### config.mk
export PLATFORM = sky130hd
export DESIGN_NAME = sdf_bf_stage_flat
export DESIGN_NICKNAME = d
export VERILOG_FILES = /design/src/rtl/sdf_bf_if.sv /design/src/rtl/sdf_bf_stage.sv /design/src/flat_wrapper.sv
export SDC_FILE = /design/constraint.sdc
export NUM_CORES = 1
export LEC_CHECK = 0
export CAP_MARGIN = 30
export CORE_MARGIN = 2
export CORE_UTILIZATION = 29
export DETAILED_ROUTE_END_ITERATION = 10
export REMOVE_ABC_BUFFERS = 1
export SETUP_SLACK_MARGIN = 0.05
export SYNTH_ARGS = -nofsm -noshare
export SYNTH_HDL_FRONTEND = slang
export SYNTH_SLANG_ARGS = --single-unit
### constraint.sdc
create_clock -name clk -period 27.3 [get_ports clk]
set_input_delay 6.825 -clock clk [delete_from_list [all_inputs] [get_ports clk]]
set_output_delay 6.825 -clock clk [all_outputs]
set_load 0.05 [all_outputs]
### src/rtl/sdf_bf_if.sv
// Complex sample stream between SDF FFT stages.
// One word per cycle when valid is high; sop marks a frame start.
interface sdf_bf_if #(
  parameter int WIDTH = 16
);
  logic                    valid;
  logic                    sop;
  logic signed [WIDTH-1:0] re;
  logic signed [WIDTH-1:0] im;

  modport master (output valid, sop, re, im);
  modport slave  (input  valid, sop, re, im);
endinterface

### src/rtl/sdf_bf_stage.sv
// Radix-2 single-path delay-feedback butterfly stage.
// Stallable on valid; optional -j rotation for BF2II use.
module sdf_bf_stage #(
  parameter int WIDTH       = 16,
  parameter int DEPTH       = 8,
  parameter int SCALE       = 1,
  parameter int TRIVIAL_MUL = 0
) (
  input  logic     clk,
  input  logic     rst,
  sdf_bf_if.slave  in_s,
  sdf_bf_if.master out_m
);

  localparam int LD = $clog2(DEPTH);
  localparam int CW = LD + 1 + ((TRIVIAL_MUL != 0) ? 1 : 0);

  typedef logic signed [WIDTH-1:0] word_t;
  typedef logic signed [WIDTH:0]   wide_t;

  localparam word_t MAXV = {1'b0, {(WIDTH-1){1'b1}}};
  localparam word_t MINV = {1'b1, {(WIDTH-1){1'b0}}};

  function automatic word_t neg_sat(input word_t x);
    return (x == MINV) ? MAXV : -x;
  endfunction

  function automatic word_t fit(input wide_t x);
    if (SCALE != 0)
      return x[WIDTH:1];
    if (x[WIDTH] != x[WIDTH-1])
      return x[WIDTH] ? MINV : MAXV;
    return x[WIDTH-1:0];
  endfunction

  logic [CW-1:0] cnt;
  logic [LD:0]   low;
  logic          primed;
  logic          h;
  logic          accept;
  logic          quad;

  assign low    = cnt[LD:0];
  assign h      = cnt[LD];
  assign accept = in_s.valid & ~rst;

  // Last quarter of the 4*DEPTH block gets the -j rotation
  generate
    if (TRIVIAL_MUL != 0) begin : g_tm
      assign quad = &cnt[CW-1:CW-2];
    end else begin : g_no_tm
      assign quad = 1'b0;
    end
  endgenerate

  logic [2*WIDTH-1:0] dl [DEPTH];

  word_t x_re, x_im;
  word_t d_re, d_im;
  word_t p_re, p_im;
  word_t c_re, c_im;
  wide_t s_re, s_im;
  wide_t t_re, t_im;

  always_comb begin
    x_re = quad ? in_s.im : in_s.re;
    x_im = quad ? neg_sat(in_s.re) : in_s.im;
    d_re = dl[DEPTH-1][2*WIDTH-1:WIDTH];
    d_im = dl[DEPTH-1][WIDTH-1:0];
    s_re = {d_re[WIDTH-1], d_re} + {x_re[WIDTH-1], x_re};
    s_im = {d_im[WIDTH-1], d_im} + {x_im[WIDTH-1], x_im};
    t_re = {d_re[WIDTH-1], d_re} - {x_re[WIDTH-1], x_re};
    t_im = {d_im[WIDTH-1], d_im} - {x_im[WIDTH-1], x_im};
    p_re = h ? fit(t_re) : x_re;
    p_im = h ? fit(t_im) : x_im;
    c_re = h ? fit(s_re) : d_re;
    c_im = h ? fit(s_im) : d_im;
  end

  // Delay line is not reset: nothing reaches the output before primed
  always_ff @(posedge clk) begin
    if (accept) begin
      dl[0] <= {p_re, p_im};
      for (int i = 1; i < DEPTH; i++)
        dl[i] <= dl[i-1];
    end
  end

  logic  o_valid;
  logic  o_sop;
  word_t o_re;
  word_t o_im;

  always_ff @(posedge clk) begin
    if (rst) begin
      cnt     <= '0;
      primed  <= 1'b0;
      o_valid <= 1'b0;
      o_sop   <= 1'b0;
      o_re    <= '0;
      o_im    <= '0;
    end else begin
      o_valid <= accept & (primed | h);
      o_sop   <= accept & h &
                 (low == (LD+1)'(DEPTH));
      if (accept) begin
        cnt <= cnt + 1'b1;
        if (&low)
          primed <= 1'b1;
        if (primed | h) begin
          o_re <= c_re;
          o_im <= c_im;
        end
      end
    end
  end

  assign out_m.valid = o_valid;
  assign out_m.sop   = o_sop;
  assign out_m.re    = o_re;
  assign out_m.im    = o_im;

endmodule

### src/flat_wrapper.sv
// flat-port wrapper written by rule: the top's interface ports become plain ports
module sdf_bf_stage_flat 
#(
  parameter int WIDTH       = 16,
  parameter int DEPTH       = 8,
  parameter int SCALE       = 1,
  parameter int TRIVIAL_MUL = 0
)
  (clk, rst, in_s_valid, in_s_sop, in_s_re, in_s_im, out_m_valid, out_m_sop, out_m_re, out_m_im);
  sdf_bf_if #(.WIDTH(WIDTH)) in_s_i ();
  sdf_bf_if #(.WIDTH(WIDTH)) out_m_i ();
  input  logic clk;
  input  logic rst;
  input wire logic [$bits(in_s_i.valid)-1:0] in_s_valid;
  input wire logic [$bits(in_s_i.sop)-1:0] in_s_sop;
  input wire logic [$bits(in_s_i.re)-1:0] in_s_re;
  input wire logic [$bits(in_s_i.im)-1:0] in_s_im;
  output wire logic [$bits(out_m_i.valid)-1:0] out_m_valid;
  output wire logic [$bits(out_m_i.sop)-1:0] out_m_sop;
  output wire logic [$bits(out_m_i.re)-1:0] out_m_re;
  output wire logic [$bits(out_m_i.im)-1:0] out_m_im;
  assign in_s_i.valid = in_s_valid;
  assign in_s_i.sop = in_s_sop;
  assign in_s_i.re = in_s_re;
  assign in_s_i.im = in_s_im;
  assign out_m_valid = out_m_i.valid;
  assign out_m_sop = out_m_i.sop;
  assign out_m_re = out_m_i.re;
  assign out_m_im = out_m_i.im;
  sdf_bf_stage #(.WIDTH(WIDTH), .DEPTH(DEPTH), .SCALE(SCALE), .TRIVIAL_MUL(TRIVIAL_MUL)) u_core (.clk(clk), .rst(rst), .in_s(in_s_i), .out_m(out_m_i));
endmodule
==> results.env, run 1 <==
FINAL_CELLS=1621
SYNTHFLOPTYPE='edfxtp_1'
P_PER_AREA_nW_PER_UM2=69.3
SEQ_AREA_FRAC_SYNTH=0.667
GLOBALROUTEOVERFLOWTOTAL=0
DRT-VIAS-PER-INSTANCE=4.60
CTS-RESIZED-GATES=0
SYNTH.MOST_COMMON_CELL='edfxtp_1'
P_INT_mW=0.821
CELL_BREAKDOWN_OF_THE_CRITICAL_PATH='clkdlybuf4s50_1, inv_1, nor2_4, buf_4, buf_12'
CP_TOP_FAMILY='buffers and inverters'
SYNTH_TOP_CELLS_BY_AREA='edfxtp_1, dfxtp_1, ha_1, xnor2_1, a21oi_1'
DATA_ARRIVAL_CRITICAL_PATH_PS=9650
MIN_PATH_TYPE='register to register'
NETLIST.AREA_LEADER.SHARE=0.605
WORST-R2R-SETUP-SLACK_PS=24230
GLOBALROUTETOTALUTIL=0.116
SYNTH.DISTINCT_CELLS=59
SETUP_VIOL_COUNT_FINAL=0
CRITPATHMAXFANOUT=203
MAX_SLEW.WORST_PIN.SLEW_PS=1130
DPL.CELL_COUNT=1565
HOLD-WORST-SLACK_PS=416
CPMAXSTAGEDELAYCELL='buf_12'
PORT_BUFFERS=68
FLOORPLAN.CORE_AREA_UM2=43200
LAYOUT_SETUP_WS_PS=17830
GRT_START_MAX_NET_PINS=204
CELL_ROW_COUNT=76
FINAL_NETS=1114
DRTITER0DRC=499
WORSTSETUPSTARTPOINTTYPE='input pin'
STARTPOINT='in_s_valid'
SYNTH_WARNINGS=0
HOLD_VIOL_FINAL=0
SYNTH-SEQ-CELLS=295
DIE_AREA_UM2=45500
DP_WORST_SETUP_SLACK_PS=17220
POST_CTS_BUFFERS=0
WL_PER_CELL_UM=16.3
IOPINCOUNT=70
UNREPAIRED_SETUP_ENDPOINTS_AFTER_GLOBAL_ROUTING='no'
CLKSINKCOUNT=295
USE_MET2=0.182
CP_NUM_BUF_INV=4
VDD.IR_DROP.WORST_mV=0.0480
FIRSTDRTPASSITERS=5
FLOORPLAN.INITIALDENSITY=0.294
PLACE.GP.CONGESTION=0.837
CLOCK_TREE_FROM_TRITONCTS='yes'
DETAIL_ROUTE.WIRELENGTH_UM=26400
CLOCK_TREE.BUFFER_DEPTH=3
FF2FF_PATH_DEPTH=9
PLACE.DETAILED.HPWL_UM=17300
R2R-START='u_core.dl[1][112]$_DFFE_PP_'
SYNTH_COMMONEST_CELLS='edfxtp_1, a21oi_1, ha_1'
FIN_CRIT_PS=9470
CLOCK_SKEWS_PS=8.91
SLEW_HEADROOM=0.246
FINISH.UTILIZATION=0.352
MIN_DELAY_WORST_ENDPOINT='u_core.dl[1][71]$_DFFE_PP_'
MAX_FREQ_MHz=106
REQUIRED_PS=27480
MAPPEDNETLISTAREA_UM2=12700
MAXSLEWVIOLCOUNT=0
NET-SWITCHING-POWER_mW=0.230
SETUP.WORST_PATH.END_CLASS='register'
FINAL.PERIOD_UTILIZATION=0.347
TIMING.CRITICAL_PATH.SLOWEST_CELL_DELAY_PS=720
CLK_TRANSITION_REPORTED_PATHS_PS=60
SETUP.WORST_PATH.CLASS='input pin to register'
CLOCK_POWER_SHARE=0.440
POSTSYNTH.ASYNCRESETSHARE=0
SEQUENTIALPOWERSHARE=0.487
USE_MET3=0.0207
POWER.STATIC_LEAKAGE_nW=5.30
ANTENNA_VIOLATING_NETS_POST_ROUTE=0
GRT_ANTENNA_BEFORE_REPAIR=0
H-TREE-DEPTH=1
GRT_FIRST_PASS_WIRELENGTH_UM=41200
DIE_W_UM=213
ROUTE.DETAILED.DRC=0
RUN_STATUS='finished, final reports clean'
SYNTH.AVG_CELL_AREA_UM2=13.4
GRT_PASS1_VIAS=7374
TRITONCTS.NUM_BUFFERS=30
HOLD_PATH_DEPTH=0
P_SW_FRAC=0.219
DIODES=0
COMBPWRFRAC=0.073
WORSTREG2REGEND='u_core.out_m.re[13]$_SDFFE_PP0P_'
GRTUSAGEMET1=0.166
CLOCKROOTBUFFER='clkbuf_16'
SYNTH_AREA_LEADER_CELL='edfxtp_1'
WORST_SKEW_PAIR.LATE_LATENCY_PS=570
POSTCTSHOLDBUFS=0
SYNTH_ENABLE_FLOP_CELLS=256
DIE-HEIGHT_UM=213
SYNTH_TO_LAYOUT_AREA_GROWTH_PCT=19.5
VIAS=7462
LAYOUT-DRIVE-GT1-SHARE=0.0685
WORST_HOLD_STARTPOINT='u_core.dl[1][39]$_DFFE_PP_'
TOTAL_POWER_mW=1.05
SYN_INST=945
MAXCAPVIOLATIONS=0
GRT-BUSIEST-LAYER='met2'
registers in the layout, indices dropped and copies added (netlist names):
name / flops
u_core.out_m.re: 16
u_core.out_m.valid: 1
u_core.out_m.sop: 1
u_core.dl: 256
u_core.cnt: 4
u_core.primed: 1
u_core.out_m.im: 16
area by class of cell:
cell class,count,area (µm²)
clock buffer,32,779
sequential,295,8470
clock inverter,24,357
tap,585,732
fill,4182,28000
multi-input combinational,548,3860
inverter,62,233
timing repair buffer,75,741
worst max-delay path by stage:
stage | slack (ps) | cells past startpoint | endpoint
floorplan | -590 | 7 | u_core.out_m.re[13]$_SDFFE_PP0P_
global placement | 17230 | 10 | u_core.out_m.re[15]$_SDFFE_PP0P_
detailed placement | 17220 | 10 | u_core.out_m.re[15]$_SDFFE_PP0P_
CTS | 17820 | 10 | u_core.out_m.re[15]$_SDFFE_PP0P_
global route | 17580 | 10 | u_core.out_m.re[15]$_SDFFE_PP0P_
finish | 17830 | 5 | u_core.dl[0][36]$_DFFE_PP_
power by group through the flow:
stage	registers [mW]	logic (mW)	clock network, mW
floorplan	0.525	0.0535	0
global placement	0.520	0.0761	0
detailed placement	0.521	0.0769	0
CTS	0.512	0.0774	0.475
global route	0.513	0.0857	0.491
finish	0.512	0.0771	0.463
cells by family after synthesis:
logic type | Yosys count | share of synthesized area
AOI/OAI and AO/OA | 220 | 0.110
xor gates and xnor gates | 53 | 0.0366
adders and majority gates | 66 | 0.0674
buffers and inverters | 102 | 0.0304
DFF | 295 | 0.667
muxes | 19 | 0.0152
and+or+nand+nor | 190 | 0.0735
cell usage in the layout (no fill, tap or decap), types with 8 or more instances in the layout:
cell type	netlist	layout
edfxtp_1	256	256
a21oi_1	68	68
clkdlybuf4s50_1	0	67
ha_1	62	62
inv_1	61	61
nor2_1	53	52
nand2_1	50	50
o21ai_0	51	50
xnor2_1	46	46
dfxtp_1	39	38
clkbuf_16	0	31
nor3_1	20	20
mux2i_1	17	17
a21o_1	16	16
nor2b_1	15	15
o31ai_1	10	10
a211oi_1	9	9
nand3b_1	9	9
a221oi_1	9	9
bufinv_16	0	8
per-layer routing:
layer  vias up  routed length (µm)
met5         -                   0
met4         0                 695
met3        41                1020
met2       125               11600
met1      3662               13100
li1       3634                   -
metrics by stage:
stage,cell area (µm²),TNS [ps]
4_1_cts,15200,0
2_1_floorplan,12500,-8050
5_1_grt,15200,0
3_5_place_dp,14000,0
6_report,15200,0
3_3_place_gp,14000,0
Note: power is estimated with default switching activity, not from simulation.
==> run 2: changes to the inputs <==
Clock period 27.3 ns to 8.1 ns, I/O delays scaled along.
==> results.env, run 2 (synthesis results as in run 1) <==
CLOCK_TREE_FROM_TRITONCTS='yes'
SETUP_VIOL_COUNT_FINAL=0  # unchanged
MAX_SLEW.WORST_PIN.SLEW_PS=861  # -269 ps
CTS-RESIZED-GATES=0  # unchanged
TOTAL_POWER_mW=3.33  # +220%
COMBPWRFRAC=0.078  # +0.005
DIE-HEIGHT_UM=213  # unchanged
GRT_PASS1_VIAS=7255  # -1.6%
CLKSINKCOUNT=295  # unchanged
IOPINCOUNT=70  # unchanged
LAYOUT-DRIVE-GT1-SHARE=0.0609  # -0.00760
PLACE.DETAILED.HPWL_UM=17200  # -0.41%
CLOCK_TREE.BUFFER_DEPTH=3  # unchanged
ROUTE.DETAILED.DRC=0  # unchanged
SEQUENTIALPOWERSHARE=0.518  # +0.031
LAYOUT_COMMONEST_CELL='edfxtp_1'
FIRSTDRTPASSITERS=5  # unchanged
LARGEST_REGISTER_FF_COUNT=256  # unchanged
H-TREE-DEPTH=1  # unchanged
WORSTSETUPSTARTPOINTTYPE='input pin'
FIN_CRIT_PS=4650
MAXSLEWVIOLCOUNT=0  # unchanged
P_SW_FRAC=0.219  # about the same
CLOCK_SKEWS_PS=15.4  # +6.53 ps
CLOCK_POWER_SHARE=0.404  # -0.036
VDD.IR_DROP.WORST_mV=0.146  # +200%
WORST-R2R-SETUP-SLACK_PS=5040  # -19190 ps
DRTITER0DRC=650  # +30%
CRITPATHMAXFANOUT=8  # -96%
FINAL_CELL_MIX='edfxtp_1, a21oi_1, clkdlybuf4s50_1'
P_PER_AREA_nW_PER_UM2=222  # +220%
FINAL.PERIOD_UTILIZATION=0.574
SETUP.WORST_PATH.END_CLASS='register'
WORST_SKEW_PAIR.LATE_LATENCY_PS=550  # -20 ps
REQUIRED_PS=8370  # -19110 ps
FLOORPLAN.CORE_AREA_UM2=43200  # unchanged
DIODES=0  # unchanged
GRT_FIRST_PASS_WIRELENGTH_UM=41000  # -0.43%
DP_WORST_SETUP_SLACK_PS=2890  # -14330 ps
FINAL_NETS=1114  # unchanged
FINISH.UTILIZATION=0.348  # -0.00359
REGISTERS.TOP_BY_FF_COUNT='u_core.dl'
POST_CTS_BUFFERS=0  # unchanged
GLOBALROUTEOVERFLOWTOTAL=0  # unchanged
DIE_W_UM=213  # unchanged
VIAS=7532  # +0.94%
HOLD_VIOL_FINAL=0  # unchanged
DETAIL_ROUTE.WIRELENGTH_UM=26600  # +0.47%
MAXCAPVIOLATIONS=0  # unchanged
UNREPAIRED_SETUP_ENDPOINTS_AFTER_GLOBAL_ROUTING='no'
FLOORPLAN.INITIALDENSITY=0.294  # unchanged
GRT_START_MAX_NET_PINS=153  # -25%
SLEW_HEADROOM=0.426  # +0.179
MAX_FREQ_MHz=215
DRT-VIAS-PER-INSTANCE=4.65  # +1.1%
NET-SWITCHING-POWER_mW=0.730  # +220%
ANTENNA_VIOLATING_NETS_POST_ROUTE=0  # unchanged
TRITONCTS.NUM_BUFFERS=29  # -3.3%
CELL_ROW_COUNT=76  # unchanged
DATA_ARRIVAL_CRITICAL_PATH_PS=4920  # -4730 ps
WL_PER_CELL_UM=16.4  # +0.60%
PORT_BUFFERS=68  # unchanged
RUN_STATUS='finished, final reports clean'
DIE_AREA_UM2=45500  # unchanged
GLOBALROUTETOTALUTIL=0.116  # -0.000164
SYNTH_TO_LAYOUT_AREA_GROWTH_PCT=18.3
GRT_ANTENNA_BEFORE_REPAIR=0  # unchanged
P_INT_mW=2.60  # +220%
POSTCTSHOLDBUFS=0  # unchanged
POWER.STATIC_LEAKAGE_nW=5.24  # -1.1%
PLACE.GP.CONGESTION=0.844  # +0.92%
LAYOUT_SETUP_WS_PS=3450  # -14380 ps
SETUP.WORST_PATH.CLASS='input pin to register'
CLOCKROOTBUFFER='clkbuf_16'
CLK_TRANSITION_REPORTED_PATHS_PS=70  # about the same
MIN_PATH_TYPE='register to register'
[run 2: routing by layer]
layer | global-route usage | vias up | routed length [µm]
met1 | 0.171 | 3678 | 13200
met3 | 0.0221 | 41 | 1280
met4 | 0.0268 | 0 | 577
met2 | 0.177 | 193 | 11500
li1 | - | 3620 | -
met5 | 0 | - | 0
[run 2: per-stage QoR]
stage | hold slack, ps | cell area (µm²) | cells | setup TNS, ps
floorplan | 400 | 12500 | 905 | -1935120
global placement | 401 | 14000 | 1565 | 0
detailed placement | 405 | 14100 | 1566 | 0
CTS | 418 | 15000 | 1619 | 0
global route | 416 | 15000 | 1619 | 0
finish | 414 | 15000 | 1619 | 0
[run 2: cell type report]
class / instances / area (µm²)
fillers: 4242 / 28100
inverters: 62 / 233
clock buffers: 43 / 892
well taps: 585 / 732
multi-input cells: 548 / 3860
repair buffers: 76 / 756
flip-flops and latches: 295 / 8470
clock inverters: 10 / 73.8
[run 2: final timing paths]
kind | from | end | cells after the start
worst max-delay path | in_s_re[2] | u_core.dl[0][28]$_DFFE_PP_ | 10
worst min-delay path | u_core.dl[1][2]$_DFFE_PP_ | u_core.dl[1][34]$_DFFE_PP_ | 0
worst max register to register | u_core.dl[1][112]$_DFFE_PP_ | u_core.out_m.re[13]$_SDFFE_PP0P_ | 9
worst min register to register | u_core.dl[1][2]$_DFFE_PP_ | u_core.dl[1][34]$_DFFE_PP_ | 0
[run 2: power groups by stage]
stage / sequential [mW] / clock (mW) / combinational, mW
after global placement: 1.75 / 0 / 0.254
after detailed placement: 1.76 / 0 / 0.257
final: 1.72 / 1.34 / 0.260
after CTS: 1.72 / 1.39 / 0.259
after global routing: 1.73 / 1.45 / 0.289
after floorplan: 1.77 / 0 / 0.180
[run 2: critical path: stages]
cell             delay [ps]
clkdlybuf4s50_1         490
inv_1                    60
ha_1                    410
nand2_1                  70
o21ai_0                 300
a21oi_1                 190
o32ai_1                 780
a21boi_0                260
xnor2_1                 220
mux2i_1                 110
